File: src/rtl/dlfp_cmp_reduce_if.sv
// Stream interface for the DLFloat compare/reduce block.
//
// Handshake: a beat on either channel transfers on a rising clk edge where
// valid and ready are both 1. A producer holding valid keeps its payload
// stable until the transfer; ready may depend on the consumer's state but
// never on the producer's valid.
interface dlfp_cmp_reduce_if #(
    parameter int EXP_W = 6,
    parameter int MAN_W = 9,
    parameter int IDX_W = 8
);
    localparam int W = 1 + EXP_W + MAN_W;

    logic             in_valid;
    logic             in_ready;
    logic [W-1:0]     a1;
    logic [W-1:0]     b1;
    logic [2:0]       sel;
    logic             in_last;
    logic             out_valid;
    logic             out_ready;
    logic [W-1:0]     c_out;
    logic [IDX_W-1:0] out_idx;
    logic [4:0]       exceptions;

    modport master (
        output in_valid, a1, b1, sel, in_last, out_ready,
        input  in_ready, out_valid, c_out, out_idx, exceptions
    );

    modport slave (
        input  in_valid, a1, b1, sel, in_last, out_ready,
        output in_ready, out_valid, c_out, out_idx, exceptions
    );
endinterface

File: src/rtl/dlfp_cmp_reduce.sv
// DLFloat comparator: elementwise min/max/eq/lt/le and streaming vector
// min/max reduction with winner index. Results are held in HOLD until the
// consumer takes them; a new input beat can be accepted in that same cycle.
module dlfp_cmp_reduce #(
    parameter int EXP_W = 6,
    parameter int MAN_W = 9,
    parameter int IDX_W = 8
) (
    input  logic                 clk,
    input  logic                 rst_n,
    dlfp_cmp_reduce_if.slave     bus,
    output logic [1:0]           o_dbg_state
);
    localparam int W = 1 + EXP_W + MAN_W;
    localparam logic [W-1:0]     C_NAN     = {1'b0, {(W-1){1'b1}}};
    localparam logic [W-1:0]     C_ONES    = '1;
    localparam logic [IDX_W-1:0] C_CNT_MAX = '1;

    typedef enum logic [1:0] {
        S_IDLE  = 2'd0,
        S_ACCUM = 2'd1,
        S_HOLD  = 2'd2
    } state_t;

    // NaN is the single encoding with exponent and mantissa both all-ones.
    function automatic logic is_nan(input logic [W-1:0] x);
        return (&x[W-2:MAN_W]) && (&x[MAN_W-1:0]);
    endfunction

    // Ordered compare, returns {lt, gt}; +0 and -0 are equal.
    function automatic logic [1:0] cmp_ord(input logic [W-1:0] x, input logic [W-1:0] y);
        logic lt;
        logic gt;
        lt = 1'b0;
        gt = 1'b0;
        if ((~|x[W-2:0]) && (~|y[W-2:0])) begin
            lt = 1'b0;
            gt = 1'b0;
        end else if (x[W-1] != y[W-1]) begin
            lt = x[W-1];
            gt = y[W-1];
        end else if (!x[W-1]) begin
            lt = x[W-2:0] < y[W-2:0];
            gt = x[W-2:0] > y[W-2:0];
        end else begin
            lt = x[W-2:0] > y[W-2:0];
            gt = x[W-2:0] < y[W-2:0];
        end
        return {lt, gt};
    endfunction

    state_t           r_state;
    state_t           w_state_nxt;
    logic [W-1:0]     r_acc;
    logic [IDX_W-1:0] r_acc_idx;
    logic [IDX_W-1:0] r_cnt;
    logic             r_acc_nan;
    logic             r_inv;
    logic             r_ovf;
    logic             r_sel_max;
    logic [W-1:0]     r_c_out;
    logic [IDX_W-1:0] r_out_idx;
    logic [4:0]       r_exc;

    logic             w_in_ready;
    logic             w_accept;
    logic             w_start;
    logic             w_start_red;
    logic             w_red_beat;
    logic             w_load_ew;
    logic             w_load_red;
    logic             w_a_nan;
    logic             w_b_nan;
    logic             w_ab_unord;
    logic [1:0]       w_ab_cmp;
    logic             w_ab_lt;
    logic             w_ab_gt;
    logic             w_ab_eq;
    logic [1:0]       w_ea_cmp;
    logic [W-1:0]     w_ew_res;
    logic             w_ew_inv;
    logic             w_better;
    logic [W-1:0]     w_acc_nxt;
    logic [IDX_W-1:0] w_idx_nxt;
    logic [IDX_W-1:0] w_cnt_nxt;
    logic             w_acc_nan_nxt;
    logic             w_inv_nxt;
    logic             w_ovf_nxt;
    logic [W-1:0]     w_red_res;

    assign w_in_ready  = (r_state != S_HOLD) || bus.out_ready;
    assign w_accept    = bus.in_valid && w_in_ready;
    assign w_start     = w_accept && (r_state != S_ACCUM);
    assign w_start_red = w_start && (bus.sel[2:1] == 2'b11);
    assign w_red_beat  = w_start_red || (w_accept && (r_state == S_ACCUM));
    assign w_load_ew   = w_start && !w_start_red;
    assign w_load_red  = w_red_beat && bus.in_last;

    assign w_a_nan    = is_nan(bus.a1);
    assign w_b_nan    = is_nan(bus.b1);
    assign w_ab_unord = w_a_nan || w_b_nan;
    assign w_ab_cmp   = cmp_ord(bus.a1, bus.b1);
    assign w_ab_lt    = !w_ab_unord && w_ab_cmp[1];
    assign w_ab_gt    = !w_ab_unord && w_ab_cmp[0];
    assign w_ab_eq    = !w_ab_unord && !w_ab_cmp[1] && !w_ab_cmp[0];
    assign w_ea_cmp   = cmp_ord(bus.a1, r_acc);

    // Elementwise result and invalid flag.
    always_comb begin
        w_ew_res = '0;
        w_ew_inv = 1'b0;
        case (bus.sel)
            3'b001: begin
                if (w_a_nan && w_b_nan) w_ew_res = C_NAN;
                else if (w_a_nan)       w_ew_res = bus.b1;
                else if (w_b_nan)       w_ew_res = bus.a1;
                else                    w_ew_res = w_ab_lt ? bus.a1 : bus.b1;
                w_ew_inv = w_ab_unord;
            end
            3'b010: begin
                if (w_a_nan && w_b_nan) w_ew_res = C_NAN;
                else if (w_a_nan)       w_ew_res = bus.b1;
                else if (w_b_nan)       w_ew_res = bus.a1;
                else                    w_ew_res = w_ab_gt ? bus.a1 : bus.b1;
                w_ew_inv = w_ab_unord;
            end
            3'b011: begin
                w_ew_res = w_ab_eq ? C_ONES : '0;
                w_ew_inv = w_ab_unord;
            end
            3'b100: begin
                w_ew_res = w_ab_lt ? C_ONES : '0;
                w_ew_inv = w_ab_unord;
            end
            3'b101: begin
                w_ew_res = (w_ab_lt || w_ab_eq) ? C_ONES : '0;
                w_ew_inv = w_ab_unord;
            end
            default: begin
                w_ew_res = '0;
                w_ew_inv = 1'b0;
            end
        endcase
    end

    // Next accumulator contents for a reduction beat; only strictly better
    // elements replace, so ties keep the earlier index.
    always_comb begin
        w_better      = 1'b0;
        w_acc_nxt     = r_acc;
        w_idx_nxt     = r_acc_idx;
        w_cnt_nxt     = r_cnt;
        w_acc_nan_nxt = r_acc_nan;
        w_inv_nxt     = r_inv;
        w_ovf_nxt     = r_ovf;
        if (w_start_red) begin
            w_acc_nxt     = bus.a1;
            w_idx_nxt     = '0;
            w_cnt_nxt     = IDX_W'(1);
            w_acc_nan_nxt = w_a_nan;
            w_inv_nxt     = w_a_nan;
            w_ovf_nxt     = 1'b0;
        end else begin
            w_better = !w_a_nan &&
                       (r_acc_nan || (r_sel_max ? w_ea_cmp[0] : w_ea_cmp[1]));
            if (w_better) begin
                w_acc_nxt     = bus.a1;
                w_idx_nxt     = r_cnt;
                w_acc_nan_nxt = 1'b0;
            end
            w_inv_nxt = r_inv || w_a_nan;
            if (r_cnt == C_CNT_MAX) w_ovf_nxt = 1'b1;
            else                    w_cnt_nxt = r_cnt + IDX_W'(1);
        end
        w_red_res = w_acc_nan_nxt ? C_NAN : w_acc_nxt;
    end

    // FSM next-state logic.
    always_comb begin
        w_state_nxt = r_state;
        case (r_state)
            S_IDLE, S_HOLD: begin
                if (r_state == S_HOLD && !bus.out_ready) w_state_nxt = S_HOLD;
                else if (w_start_red)                    w_state_nxt = bus.in_last ? S_HOLD : S_ACCUM;
                else if (w_start)                        w_state_nxt = S_HOLD;
                else                                     w_state_nxt = S_IDLE;
            end
            S_ACCUM: begin
                if (w_accept && bus.in_last) w_state_nxt = S_HOLD;
            end
            default: w_state_nxt = S_IDLE;
        endcase
    end

    // FSM state register.
    always_ff @(posedge clk or negedge rst_n) begin
        if (!rst_n) r_state <= S_IDLE;
        else        r_state <= w_state_nxt;
    end

    // Reduction accumulator, counter, sticky flags and latched mode.
    always_ff @(posedge clk or negedge rst_n) begin
        if (!rst_n) begin
            r_acc     <= '0;
            r_acc_idx <= '0;
            r_cnt     <= '0;
            r_acc_nan <= 1'b0;
            r_inv     <= 1'b0;
            r_ovf     <= 1'b0;
            r_sel_max <= 1'b0;
        end else if (w_red_beat) begin
            r_acc     <= w_acc_nxt;
            r_acc_idx <= w_idx_nxt;
            r_cnt     <= w_cnt_nxt;
            r_acc_nan <= w_acc_nan_nxt;
            r_inv     <= w_inv_nxt;
            r_ovf     <= w_ovf_nxt;
            if (w_start_red) r_sel_max <= bus.sel[0];
        end
    end

    // Result registers, loaded only when a result is produced so HOLD keeps them stable.
    always_ff @(posedge clk or negedge rst_n) begin
        if (!rst_n) begin
            r_c_out   <= '0;
            r_out_idx <= '0;
            r_exc     <= '0;
        end else if (w_load_red) begin
            r_c_out   <= w_red_res;
            r_out_idx <= w_idx_nxt;
            r_exc     <= {w_inv_nxt, 1'b0, w_ovf_nxt, 1'b0, (w_red_res == '0)};
        end else if (w_load_ew) begin
            r_c_out   <= w_ew_res;
            r_out_idx <= '0;
            r_exc     <= {w_ew_inv, 1'b0, 1'b0, 1'b0, (w_ew_res == '0)};
        end
    end

    assign bus.in_ready   = w_in_ready;
    assign bus.out_valid  = (r_state == S_HOLD);
    assign bus.c_out      = r_c_out;
    assign bus.out_idx    = r_out_idx;
    assign bus.exceptions = r_exc;
    assign o_dbg_state    = r_state;
endmodule
File: src/flat_wrapper.sv
// flat-port wrapper written by rule: the top's interface ports become plain ports
module dlfp_cmp_reduce_flat 
#(
    parameter int EXP_W = 6,
    parameter int MAN_W = 9,
    parameter int IDX_W = 8
)
  (clk, rst_n, o_dbg_state, bus_in_valid, bus_a1, bus_b1, bus_sel, bus_in_last, bus_out_ready, bus_in_ready, bus_out_valid, bus_c_out, bus_out_idx, bus_exceptions);
  dlfp_cmp_reduce_if #(.EXP_W(EXP_W), .MAN_W(MAN_W), .IDX_W(IDX_W)) bus_i ();
  input  logic clk;
  input  logic rst_n;
  output logic [1:0] o_dbg_state;
  input wire logic [$bits(bus_i.in_valid)-1:0] bus_in_valid;
  input wire logic [$bits(bus_i.a1)-1:0] bus_a1;
  input wire logic [$bits(bus_i.b1)-1:0] bus_b1;
  input wire logic [$bits(bus_i.sel)-1:0] bus_sel;
  input wire logic [$bits(bus_i.in_last)-1:0] bus_in_last;
  input wire logic [$bits(bus_i.out_ready)-1:0] bus_out_ready;
  output wire logic [$bits(bus_i.in_ready)-1:0] bus_in_ready;
  output wire logic [$bits(bus_i.out_valid)-1:0] bus_out_valid;
  output wire logic [$bits(bus_i.c_out)-1:0] bus_c_out;
  output wire logic [$bits(bus_i.out_idx)-1:0] bus_out_idx;
  output wire logic [$bits(bus_i.exceptions)-1:0] bus_exceptions;
  assign bus_i.in_valid = bus_in_valid;
  assign bus_i.a1 = bus_a1;
  assign bus_i.b1 = bus_b1;
  assign bus_i.sel = bus_sel;
  assign bus_i.in_last = bus_in_last;
  assign bus_i.out_ready = bus_out_ready;
  assign bus_in_ready = bus_i.in_ready;
  assign bus_out_valid = bus_i.out_valid;
  assign bus_c_out = bus_i.c_out;
  assign bus_out_idx = bus_i.out_idx;
  assign bus_exceptions = bus_i.exceptions;
  dlfp_cmp_reduce #(.EXP_W(EXP_W), .MAN_W(MAN_W), .IDX_W(IDX_W)) u_core (.clk(clk), .rst_n(rst_n), .bus(bus_i), .o_dbg_state(o_dbg_state));
endmodule
File: config.mk
export PLATFORM = sky130hd
export DESIGN_NAME = dlfp_cmp_reduce_flat
export DESIGN_NICKNAME = d
export VERILOG_FILES = /design/src/rtl/dlfp_cmp_reduce_if.sv /design/src/rtl/dlfp_cmp_reduce.sv /design/src/flat_wrapper.sv
export SDC_FILE = /design/constraint.sdc
export NUM_CORES = 1
export LEC_CHECK = 0
export ABC_AREA = 1
export ABC_CLOCK_PERIOD_IN_PS = 2600
export CAP_MARGIN = 20
export CORE_ASPECT_RATIO = 1.1
export CORE_MARGIN = 1
export CORE_UTILIZATION = 50
export CTS_CLUSTER_SIZE = 14
export DETAILED_ROUTE_END_ITERATION = 12
export PLACE_DENSITY_LB_ADDON = 0.3
export RECOVER_POWER = 50
export SLEW_MARGIN = 20
export SYNTH_ARGS = -nofsm -noshare
export SYNTH_HDL_FRONTEND = slang
export SYNTH_SLANG_ARGS = --single-unit
File: constraint.sdc
create_clock -name clk -period 2.6 [get_ports clk]
set_input_delay 0.39 -clock clk [delete_from_list [all_inputs] [get_ports clk]]
set_output_delay 0.39 -clock clk [all_outputs]
set_load 0.03 [all_outputs]
==> impl_summary.md <==
Status
The run finished, with violations left. The final reports fail on capacitance limit, slew limit, setup timing.

STA
The worst path uses 107% of the clock period. Timing would allow up to 0.361 GHz. Across all setup checks in the final design, the least slack found is -0.173 ns.

The worst clock skew is 0.0105 ns. The hold violation count in the final report came to 0. Setup violations remaining at the end of the flow were counted as 28. Setup repair after global routing could not meet its margin everywhere. The worst pin sits at a relative slew slack of -19.9%. The final max-slew violation count was 34. At the pin with the least slew margin, the transition time is 1.80 ns. Hold timing on the final database bottoms out at a slack of 0.487 ns. The worst path in the final design needs a cycle of 2.77 ns, including I/O delays and setup.

Place
The placement-stage cell area is 6870 sq um. Routability-driven placement finished with a final weighted congestion of 0.944. Once detailed placement completed, the half-perimeter wirelength came to 14.9 mm. The port buffer count is 70.

Detailed routing
The length of routed wiring on met1 is 7.76 mm. The wire length on met2 is 10.1 mm. The routed design has 20.8 mm of wire.

The via count of the routed design is 6,523. The detailed-route vias per instance is 5.82. The top routing layer in use is met4. After detailed routing, the average wire length per cell comes to 18.5 microns. The count of antenna-violating nets left after detailed routing is 0.

The amount of wire on met3 after detailed routing is 1.64 mm. The remaining routing DRC violations is 0. The first routing iteration left 550 violations. The first TritonRoute pass finished after 5 iterations.

Worst setup path
The signal on the critical path passes through inv_2 -> ha_4 -> a21oi_1 -> nand2_2 -> a21oi_4 -> nand2_4 -> nand2_2 -> nand2_1 -> nand2_1 -> nand2_1 -> nand2_1 -> nand2_2 -> nand2_4 -> nand2_8 -> buf_8 -> nand2_1 -> nand2_2 -> nor2_1 -> nand2_1 -> nor2_1 -> nand3_1 -> nand2_1 -> nor2_1 -> nor2_1. In this run the critical register-to-register path is captured at u_core.bus.exceptions[0]$_DFFE_PN0P_. The maximum single-stage delay on the critical path is 0.40 ns. Along the worst path, the maximum fanout reaches 8. The cell count of the worst reg-to-reg path is 24. The end point of the critical path is u_core.bus.exceptions[0]$_DFFE_PN0P_. The worst setup path is of the reg2reg kind.

Across all register-to-register paths, the minimum setup slack is -0.17 ns. The critical path starts at u_core.r_acc[14]$_DFFE_PN0N_. The worst setup path is captured at a flop. The arrival time at the worst endpoint is 3.07 ns. The cell with the largest stage delay on the worst path is sky130_fd_sc_hd__dfrtp_1. STA puts the critical path data required time at 2.90 ns. STA classifies the critical path startpoint as a flop.

The startpoint identified for the worst register-to-register timing path is u_core.r_acc[14]$_DFFE_PN0N_. The cell repeated most along the worst path is sky130_fd_sc_hd__nand2_1.

Final layout
The diode insertion count for antenna repair is 0. The finished cells cover 7880 sq um. In the final design database the tool counted 1,068 nets. The layout cell share with drive strength beyond 1 is 36.0%. The footprint of the multi-input gates is 3560 sq um.

Across the whole layout, storage elements account for 1630 sq um. Compared with the post-synthesis result, the final layout area differs by 53.8%. The fill cell total of the finished layout is 685.

Clock network
The clock passes through at most 2 buffers. TritonCTS created 9 clock buffers. The clock transition at the registers of the reported paths is 0.08 ns.

Buffers inserted to repair hold after CTS numbered 0. The latest clock arrival within the worst-skew pair is 0.36 ns. TritonCTS built the clock tree. CTS placed an instance of sky130_fd_sc_hd__clkbuf_8 at the clock tree root.

Counting every sink on the clock net gives 65. The number of levels in the clock H-tree is 3.

Global route
Global routing used 38.3% of the available tracks across all layers. The first global-routing pass estimated 31.2 mm of wire. The pin count of the biggest net entering global routing is 34.

The number of antenna violations at the first check in global routing is 0. The number of global-route vias before repair is 6,417. Global routing finished with a remaining overflow of 0.

Yosys
The count of mapped cells out of synthesis is 775. The number of different library cells used by synthesis comes to 37. By area the synthesized netlist is led by sky130_fd_sc_hd__dfrtp_1 32%, sky130_fd_sc_hd__nand2_1 19%, sky130_fd_sc_hd__nand3_1 8.1%, sky130_fd_sc_hd__ha_1 7.8%, sky130_fd_sc_hd__inv_1 7.0%. The portion of the post-synthesis area used by sequential elements is 31.7%. The fraction of synthesized area in multiplexers is 0%. The post-synthesis xor/xnor area fraction is 0%. After Yosys synthesis, and, or, nand and nor cells account for 36.3% of the synthesized area.

By area, the combinational part of the netlist is dominated by simple AND/OR/NAND/NOR gates. The synthesized netlist devotes 13.5% of its cell area to compound gates. The number of synthesized flops with an enable pin is 0. In the post-synthesis netlist, the cell with the most instances is sky130_fd_sc_hd__nand2_1. The library cell with the largest summed area after synthesis is sky130_fd_sc_hd__dfrtp_1. After synthesis the netlist holds a flip-flop and latch count of 65.

For this run, asynchronously set or reset flops after synthesis account for 100%. The cell area after technology mapping is 5130 sq um. Of the post-synthesis cell area, the dominant cell type holds 31.7%. The commonest cells after synthesis are 257 x sky130_fd_sc_hd__nand2_1, 96 x sky130_fd_sc_hd__inv_1, 83 x sky130_fd_sc_hd__nand3_1, 65 x sky130_fd_sc_hd__dfrtp_1, 45 x sky130_fd_sc_hd__o21ai_0.

After Yosys synthesis, full adders, half adders and majority gates account for 7.81% of the synthesized area. For this run, the number of Yosys warnings is 0. The dominant register cell in the synthesized netlist is sky130_fd_sc_hd__dfrtp_1. After synthesis, the mean cell area works out to 6.62 sq um.

Floorplanning
The overall die height is 108 microns. The floorplan has 38 rows. The area enclosed by the die boundary is 10,700 sq um. The initial core utilization is 51.6%. The core region is 9940 sq um.

The I/O pin count is 73. The die span in x is 98.6 microns.

Power and ir drop
The power density of the placed cells is 769 nW/um^2. The worst-case IR drop observed on VDD is 575 uV. The standby leakage power is 3.97 nW.

Min path
The type of the tightest min-delay check is reg2reg.

Run
Max-cap violations in this run came to 1.
critical path, delay by kind of cell, from the launching register on:
family	cells	cell delay [ns]
buffers and inverters	2	0.23
adders and majority gates	1	0.20
AOI/OAI and AO/OA	2	0.38
DFF	1	0.40
and+or+nand+nor	19	1.48
sequential cells by signal (all words and copies together), names as in the netlist:
register,count
u_core.r_acc_nan,1
u_core.r_inv,1
u_core.r_cnt,8
u_core.o_dbg_state,2
u_core.r_ovf,1
u_core.bus.exceptions,3
u_core.r_acc,16
u_core.r_acc_idx,8
u_core.bus.c_out,16
u_core.bus.out_idx,8
u_core.r_sel_max,1
kinds of logic after synthesis:
kind of cell             count (synthesis)
AO/OA/AOI/OAI                          119
adder cells (fa/ha/maj)                 32
buffers and inverters                  131
flip-flops                              65
other                                    1
AND/OR/NAND/NOR                        427
cells in the final DEF (no fill, tap or decap), types with 23 or more instances in the layout:
master                            instances
sky130_fd_sc_hd__inv_2                   31
sky130_fd_sc_hd__a21oi_1                 23
sky130_fd_sc_hd__nor2_1                  30
sky130_fd_sc_hd__nand3_1                 80
sky130_fd_sc_hd__o21ai_0                 33
sky130_fd_sc_hd__clkdlybuf4s50_1         39
sky130_fd_sc_hd__nand2_2                 42
sky130_fd_sc_hd__dfrtp_1                 65
sky130_fd_sc_hd__buf_4                  149
sky130_fd_sc_hd__nand2_1                211
sky130_fd_sc_hd__inv_1                   68
how the worst min path moves through the flow:
| stage | from | endpoint | slack (ns) | cells past startpoint |
|---|---|---|---|---|
| 3_3_place_gp | u_core.r_acc_idx[0]$_DFFE_PN0N_ | u_core.r_acc_idx[0]$_DFFE_PN0N_ | 0.47 | 2 |
| 6_report | u_core.bus.c_out[6]$_DFFE_PN0P_ | u_core.bus.c_out[6]$_DFFE_PN0P_ | 0.49 | 2 |
| 5_1_grt | u_core.bus.c_out[6]$_DFFE_PN0P_ | u_core.bus.c_out[6]$_DFFE_PN0P_ | 0.51 | 2 |
| 3_5_place_dp | u_core.bus.c_out[6]$_DFFE_PN0P_ | u_core.bus.c_out[6]$_DFFE_PN0P_ | 0.47 | 2 |
| 4_1_cts | rst_n | u_core.bus.out_idx[3]$_DFFE_PN0P_ | 0.13 | 1 |
| 2_1_floorplan | rst_n | u_core.bus.c_out[0]$_DFFE_PN0P_ | 0.09 | 0 |
metrics by stage:
step	power, W	worst slack, ns	util (%)	TNS [ns]	instances
6_report	0.00606	-0.173	79.3	-1.29	1121
3_3_place_gp	0.00415	-0.707	69.2	-22.77	1069
2_1_floorplan	0.00294	0.0522	-	0	776
5_1_grt	0.00637	-0.303	79.3	-6.97	1121
3_5_place_dp	0.00423	-0.714	69.2	-24.84	1069
4_1_cts	0.00547	-0.00914	76.0	-0.0162	1110
cell type report:
cell class                      count  share of cell area (%)
Clock buffer                       10                    1.75
Clock inverter                      6                   0.841
Inverter                          100                    4.79
Multi-Input combinational cell    581                    45.2
Sequential cell                    65                    20.6
Tap cell                          120                    1.90
Timing Repair Buffer              239                    24.9
power breakdown:
group	switching, W	internal, W
registers	0.000202	0.00130
clock network	0.000430	0.000472
logic	0.00202	0.00164
total	0.00265	0.00341
what timing repair did:
| action | 4_1_cts | 5_1_grt |
|---|---|---|
| endpoints found under the setup margin | 44 | 50 |
| cloned | 4 | 0 |
| resized for setup | 121 | 135 |
| setup buffers | 21 | 11 |
| pin swaps | 42 | 42 |
metal layers:
layer | up-vias | track usage [%]
met5 | - | 0
met4 | 0 | 22.3
met3 | 134 | 7.37
met2 | 384 | 68.7
met1 | 3022 | 42.5
li1 | 2983 | -
No activity file was read; power rests on OpenSTA's default activity.
